File: config.mk
export PLATFORM = sky130hd
export DESIGN_NAME = serial_rx_fifo
export DESIGN_NICKNAME = d
export VERILOG_FILES = /design/src/rtl/serial_rx_fifo.sv
export SDC_FILE = /design/constraint.sdc
export NUM_CORES = 1
export LEC_CHECK = 0
export BUFFER_PORTS_ARGS = -buffer_cell sky130_fd_sc_hd__clkbuf_2
export CORE_MARGIN = 8
export CORE_UTILIZATION = 35
export CTS_CLUSTER_SIZE = 28
export DETAILED_ROUTE_END_ITERATION = 10
export PLACE_DENSITY_LB_ADDON = 0.15
export SKIP_CTS_REPAIR_TIMING = 1
export SYNTH_ARGS = -nofsm -noshare
export SYNTH_HDL_FRONTEND = slang
export SYNTH_SLANG_ARGS = --single-unit
File: constraint.sdc
create_clock -name CLK -period 4.2 [get_ports CLK]
set_clock_uncertainty 0.1 [all_clocks]
set_input_delay 0 -clock CLK [delete_from_list [all_inputs] [get_ports CLK]]
set_output_delay 0 -clock CLK [all_outputs]
set_load 0.1 [all_outputs]
File: src/rtl/serial_rx_fifo.sv
// Serial frame receiver (start, DATA_W data LSB-first, parity, stop) feeding a show-ahead FIFO.
// Optional frame timeout enabled by defining SERIAL_RX_TIMEOUT_EN.
module serial_rx_fifo #(
  parameter int DATA_W      = 8,
  parameter int FIFO_DEPTH  = 4,
  parameter int PARITY_ODD  = 1,
  parameter int TIMEOUT_CYC = 2000
) (
  input  logic                             CLK,
  input  logic                             RST,
  input  logic                             SCLK,
  input  logic                             SDATA,
  input  logic                             RD_EN,
  output logic [DATA_W-1:0]                CODE,
  output logic                             VALID,
  output logic                             FULL,
  output logic [$clog2(FIFO_DEPTH+1)-1:0]  COUNT,
  output logic                             PARITY_ERR,
  output logic                             FRAME_ERR,
  output logic                             OVERFLOW
);

  localparam int CW = $clog2(FIFO_DEPTH + 1);
  localparam int PW = $clog2(FIFO_DEPTH);
  localparam int BW = $clog2(DATA_W);
  localparam logic [BW-1:0] LAST_BIT  = BW'(DATA_W - 1);
  localparam logic [CW-1:0] DEPTH_C   = CW'(FIFO_DEPTH);
  localparam logic          PAR_SENSE = (PARITY_ODD != 0);

  typedef enum logic [1:0] {IDLE, DATA, PARITY, STOP} state_t;

  state_t state, state_n;

  logic sclk_s1, sclk_s2, sclk_d;
  logic sdata_s1, sdata_s2;
  logic strobe;

  logic [BW-1:0]     bit_cnt;
  logic [DATA_W-1:0] shreg;
  logic              par_bit;

  logic frame_end, stop_bad, parity_bad, push_req, timeout_hit;

  logic [DATA_W-1:0] mem [FIFO_DEPTH];
  logic [PW-1:0]     wr_ptr, rd_ptr;
  logic [CW-1:0]     count;
  logic              pop, has_space, wr;

  // Synchronisers idle high so a reset never manufactures a falling edge.
  always_ff @(posedge CLK) begin
    if (RST) begin
      sclk_s1  <= 1'b1;
      sclk_s2  <= 1'b1;
      sclk_d   <= 1'b1;
      sdata_s1 <= 1'b1;
      sdata_s2 <= 1'b1;
    end else begin
      sclk_s1  <= SCLK;
      sclk_s2  <= sclk_s1;
      sclk_d   <= sclk_s2;
      sdata_s1 <= SDATA;
      sdata_s2 <= sdata_s1;
    end
  end

  assign strobe = sclk_d & ~sclk_s2;

`ifdef SERIAL_RX_TIMEOUT_EN
  localparam int TW = $clog2(TIMEOUT_CYC + 1);
  localparam logic [TW-1:0] TO_LAST = TW'(TIMEOUT_CYC - 1);

  logic [TW-1:0] to_cnt;

  assign timeout_hit = (state != IDLE) && !strobe && (to_cnt == TO_LAST);

  always_ff @(posedge CLK) begin
    if (RST || state == IDLE || strobe) begin
      to_cnt <= '0;
    end else if (!timeout_hit) begin
      to_cnt <= to_cnt + 1'b1;
    end
  end
`else
  assign timeout_hit = 1'b0;
`endif

  always_ff @(posedge CLK) begin
    if (RST) begin
      state <= IDLE;
    end else begin
      state <= state_n;
    end
  end

  always_comb begin
    state_n    = state;
    frame_end  = 1'b0;
    stop_bad   = 1'b0;
    parity_bad = 1'b0;
    push_req   = 1'b0;
    case (state)
      IDLE:   if (strobe && !sdata_s2) state_n = DATA;
      DATA:   if (strobe && bit_cnt == LAST_BIT) state_n = PARITY;
      PARITY: if (strobe) state_n = STOP;
      STOP: begin
        if (strobe) begin
          state_n   = IDLE;
          frame_end = 1'b1;
        end
      end
      default: state_n = IDLE;
    endcase
    if (timeout_hit) begin
      state_n = IDLE;
    end
    // Stop-bit error masks any parity verdict on the same frame.
    stop_bad   = frame_end && !sdata_s2;
    parity_bad = frame_end && sdata_s2 && ((^shreg ^ par_bit) != PAR_SENSE);
    push_req   = frame_end && sdata_s2 && !parity_bad;
  end

  always_ff @(posedge CLK) begin
    if (RST) begin
      bit_cnt <= '0;
      shreg   <= '0;
      par_bit <= 1'b0;
    end else if (strobe) begin
      case (state)
        IDLE: bit_cnt <= '0;
        DATA: begin
          shreg   <= {sdata_s2, shreg[DATA_W-1:1]};
          bit_cnt <= bit_cnt + 1'b1;
        end
        PARITY: par_bit <= sdata_s2;
        default: ;
      endcase
    end
  end

  always_ff @(posedge CLK) begin
    if (RST) begin
      PARITY_ERR <= 1'b0;
      FRAME_ERR  <= 1'b0;
    end else begin
      PARITY_ERR <= parity_bad;
      FRAME_ERR  <= stop_bad | timeout_hit;
    end
  end

  // A push into a full FIFO is accepted when a pop frees the head slot on the same edge.
  assign pop       = RD_EN && (count != '0);
  assign has_space = (count != DEPTH_C);
  assign wr        = push_req && (has_space || pop);

  always_ff @(posedge CLK) begin
    if (wr) begin
      mem[wr_ptr] <= shreg;
    end
  end

  always_ff @(posedge CLK) begin
    if (RST) begin
      wr_ptr   <= '0;
      rd_ptr   <= '0;
      count    <= '0;
      OVERFLOW <= 1'b0;
    end else begin
      if (wr) begin
        wr_ptr <= wr_ptr + 1'b1;
      end
      if (pop) begin
        rd_ptr <= rd_ptr + 1'b1;
      end
      case ({wr, pop})
        2'b10:   count <= count + 1'b1;
        2'b01:   count <= count - 1'b1;
        default: count <= count;
      endcase
      if (push_req && !has_space && !pop) begin
        OVERFLOW <= 1'b1;
      end
    end
  end

  assign VALID = (count != '0);
  assign FULL  = (count == DEPTH_C);
  assign COUNT = count;
  assign CODE  = VALID ? mem[rd_ptr] : '0;

endmodule

==> results.md <==
- Outcome: finished, final reports clean
- Die width: 104 um
- Vias in the first global route: around 1,600
- Worst hold path cell count: 2
- Initial DRC Count: 68
- Port Buffer Count: 20
- Number of CTS-inserted buffers: 9
- Area grow syn2layout: 15.9%
- R2r setup slk: 1.46 ns
- Final #Nets: 249
- R2R cell count: 8
- H-tree levels: 3
- Crit path largest cell delay: a little over 0.5 ns
- DIE AREA: 0.0108 mm2
- Area of the multi-input gates: roughly 0.0011 mm2
- Lkg Pwr: around 1.2 nW
- Crit path from: shreg[3]$_SDFFE_PP0P_
- Clk_lat worst skew: ~0.33 ns
- Fillers: 728
- Largest net degree at the start of global routing: 34
- Final WL: about 4.5 mm
- Antenna Cells: 0
- Total track usage: 0.0887
- Yosys warns: 0
- Placed Cells: about 320
- Max Fanout on Critical Path: 7
- Hold violation total from the final report: 0
- Max clock buf depth: 2
- Vias post-DR: roughly 1,500
- Setup TNS after final layout: 0 ns
- Dpl hpwl: about 3.1 mm
- Power per standard cell area: around 400 mW/mm2
- CORE AREA: 0.00761 mm2
- Grt total ovfl: 0
- Max Freq: approximately 370 MHz
- I/O pin count: 21
- Mean Syn Cell Area: ~13 um2
- Worst Min Path Start: RST
- R2r endpoint: COUNT[2]$_SDFFE_PP0P_
- Clk pin slew, worst setup/hold paths: roughly 0.070 ns
- Cell row count: 32
- HP Class: in -> reg
- Share of cells above drive strength 1: 0.245
- Hold Crit Endpoint: wr_ptr[0]$_SDFFE_PP0P_
- Unrepaired setup endpoints after global routing: no
- Cell area after synthesis: 0.00271 mm2
- Initial DRT Pass Iterations: 4
- GP Congestion: approximately 0.70
- CTS tree: built
- Routed vias/inst: between 4 and 5
- Met3 usage: 0.0428
- Arrival time at the worst endpoint: 2.85 ns
- Clk sinks: 63
- Worst vdd ir: 0.000246 V
- Slew @ Worst Pin: approximately 0.63 ns
- Worst setup SP type: flop
- Origin of the critical flop-to-flop path: shreg[3]$_SDFFE_PP0P_
- Final cell count without fillers: around 340
- Worst setup EP type: flop
- CP cell instances: xor2_1 > xnor3_2 > xnor2_1 > a21oi_1 > fa_1 > and2_1 > a22oi_2 > mux2_4
- First-pass GRT wire length: between 7 and 8 mm
- Initial antenna violation count: 0
- Worst path slowest cell: xnor3_2
- Required time of the critical path: 4.31 ns
- Wire per inst: approximately 13 um
- Grt met1 use: 0.0982
- Setup Crit Path Kind: reg -> reg
- Endpoints failing setup: 0
- Drt drc: 0
- Max cap viols: 0
- Period minus WS final: 2.74 ns
- Root buffer cell: clkbuf_8
- Initial core utilization: 0.356
- Antenna Nets Post-Route: 0
- Crit share post-route: 0.652
- Slew Viols, Final: 0
- Max_slew headroom: 0.580
- Syn nets: between 200 and 250
- Synth Register Bits: between 60 and 70
- Number of library cell types mapped by synthesis: 40
- Busiest grt layer: met2
- Met2 Track Usage GR: 0.143
- Register area share after synthesis: 0.585
- Gate Count Post-Synth: just over 200
- Seq. cell area: between 0.0015 and 0.002 mm2
- Chip Height: between 100 and 150 um
==> worst max-delay path by stage <==
stage | end | slack (ns) | cells past startpoint
6_report | COUNT[2]$_SDFFE_PP0P_ | 1.46 | 8
2_1_floorplan | FULL | 0.82 | 1
3_5_place_dp | COUNT[2]$_SDFFE_PP0P_ | 1.49 | 8
5_1_grt | COUNT[2]$_SDFFE_PP0P_ | 1.31 | 8
4_1_cts | COUNT[2]$_SDFFE_PP0P_ | 1.45 | 8
3_3_place_gp | COUNT[2]$_SDFFE_PP0P_ | 1.53 | 8
==> registers in the layout (all words and copies together) (netlist names), 2 cells and up, named ones only <==
| register | flops |
|---|---|
| state | 2 |
| COUNT | 3 |
| wr_ptr | 2 |
| shreg | 8 |
| mem | 32 |
| rd_ptr | 2 |
| bit_cnt | 3 |
==> worst max-delay path, delay by kind of cell, from the launching register on <==
family	cells	cell delay, ns
xor+xnor	3	0.93
flops	1	0.44
fa+ha+maj	1	0.38
compound gates	2	0.32
mux	1	0.31
simple gates	1	0.16
==> cell usage in the layout, fill, tap and decap left out, types with 2 or more instances in the layout <==
cell type,netlist,layout
bufinv_16,0,2
and2_2,4,4
dlygate4sd3_1,0,3
a22oi_1,2,2
nor2b_1,3,3
or2_2,5,5
xnor2_1,4,4
nand2b_1,3,3
ha_1,10,10
nor2_1,17,17
clkbuf_8,0,9
xor2_1,3,3
mux4_2,8,8
nand2_1,21,21
and2_1,10,10
mux2_4,2,2
edfxtp_1,32,32
clkinv_2,0,3
inv_1,4,4
dfxtp_1,31,31
clkbuf_2,0,20
mux2i_1,3,3
mux2i_2,2,2
nand3_1,4,4
a21oi_1,12,12
==> synth_stat cells (all sizes together) <==
library cell / n / area share
o2111ai: 1 / 0.0032
a311o: 1 / 0.0037
a22oi: 3 / 0.010
a21oi: 12 / 0.022
nand4b: 1 / 0.0032
nor3: 1 / 0.0018
xnor2: 4 / 0.013
or3: 1 / 0.0023
and2: 14 / 0.034
nor4: 1 / 0.0023
and3: 1 / 0.0023
nand3: 4 / 0.0074
ha: 10 / 0.046
nand2b: 3 / 0.0069
xor3: 1 / 0.0088
nor3b: 1 / 0.0028
inv: 4 / 0.0055
nand2: 21 / 0.029
xnor3: 2 / 0.017
dfxtp: 31 / 0.23
or2: 5 / 0.012
mux2i: 6 / 0.030
or4b: 1 / 0.0037
a31oi: 1 / 0.0023
xor2: 3 / 0.0097
clkbuf: 8 / 0.011
and4b: 1 / 0.0037
nor2b: 3 / 0.0069
edfxtp: 32 / 0.36
mux2: 2 / 0.011
o21ai: 1 / 0.0018
mux4: 8 / 0.067
nor2: 17 / 0.024
o21ba: 1 / 0.0037
fa: 1 / 0.0074
==> cell type report <==
type / count / share of cell area
clock inverter: 5 / 0.0239
tap: 102 / 0.0407
clock buffer: 10 / 0.0407
multi-input combinational: 132 / 0.344
sequential: 63 / 0.504
inverter: 4 / 0.00479
timing repair buffer: 23 / 0.0415
==> metal layers <==
| layer | part of all wire | vias up |
|---|---|---|
| li1 | - | 785 |
| met1 | 0.46 | 712 |
| met2 | 0.47 | 28 |
| met3 | 0.053 | 7 |
| met4 | 0.013 | 0 |
| met5 | 0 | - |
==> per-stage QoR <==
stage	utilization	worst slack (ns)	power, mW	cell area (um2)	hold WS (ns)
2_1_floorplan	-	0.818	0.715	2710	0.00381
3_3_place_gp	0.382	1.53	0.727	2900	0.0827
3_5_place_dp	0.382	1.49	0.727	2900	0.0892
4_1_cts	0.408	1.45	1.27	3110	-0.263
5_1_grt	0.412	1.31	1.30	3140	0.214
6_report	0.412	1.46	1.25	3140	0.165
==> report_power, final <==
group	total, mW	internal (mW)	switching [mW]
clock network	0.540	0.328	0.212
registers	0.648	0.643	0.00428
logic	0.0668	0.0172	0.0496
==> cell families (layout without fill, tap and decap cells) <==
group | Yosys count | in the layout | share of synthesized area
compound gates | 20 | 20 | 0.0472
xor+xnor | 10 | 10 | 0.0486
fa+ha+maj | 11 | 11 | 0.0537
buf+inv | 12 | 42 | 0.0167
flops | 63 | 63 | 0.585
mux | 16 | 16 | 0.107
simple gates | 75 | 75 | 0.142
Power figures use the tool's default switching activity.
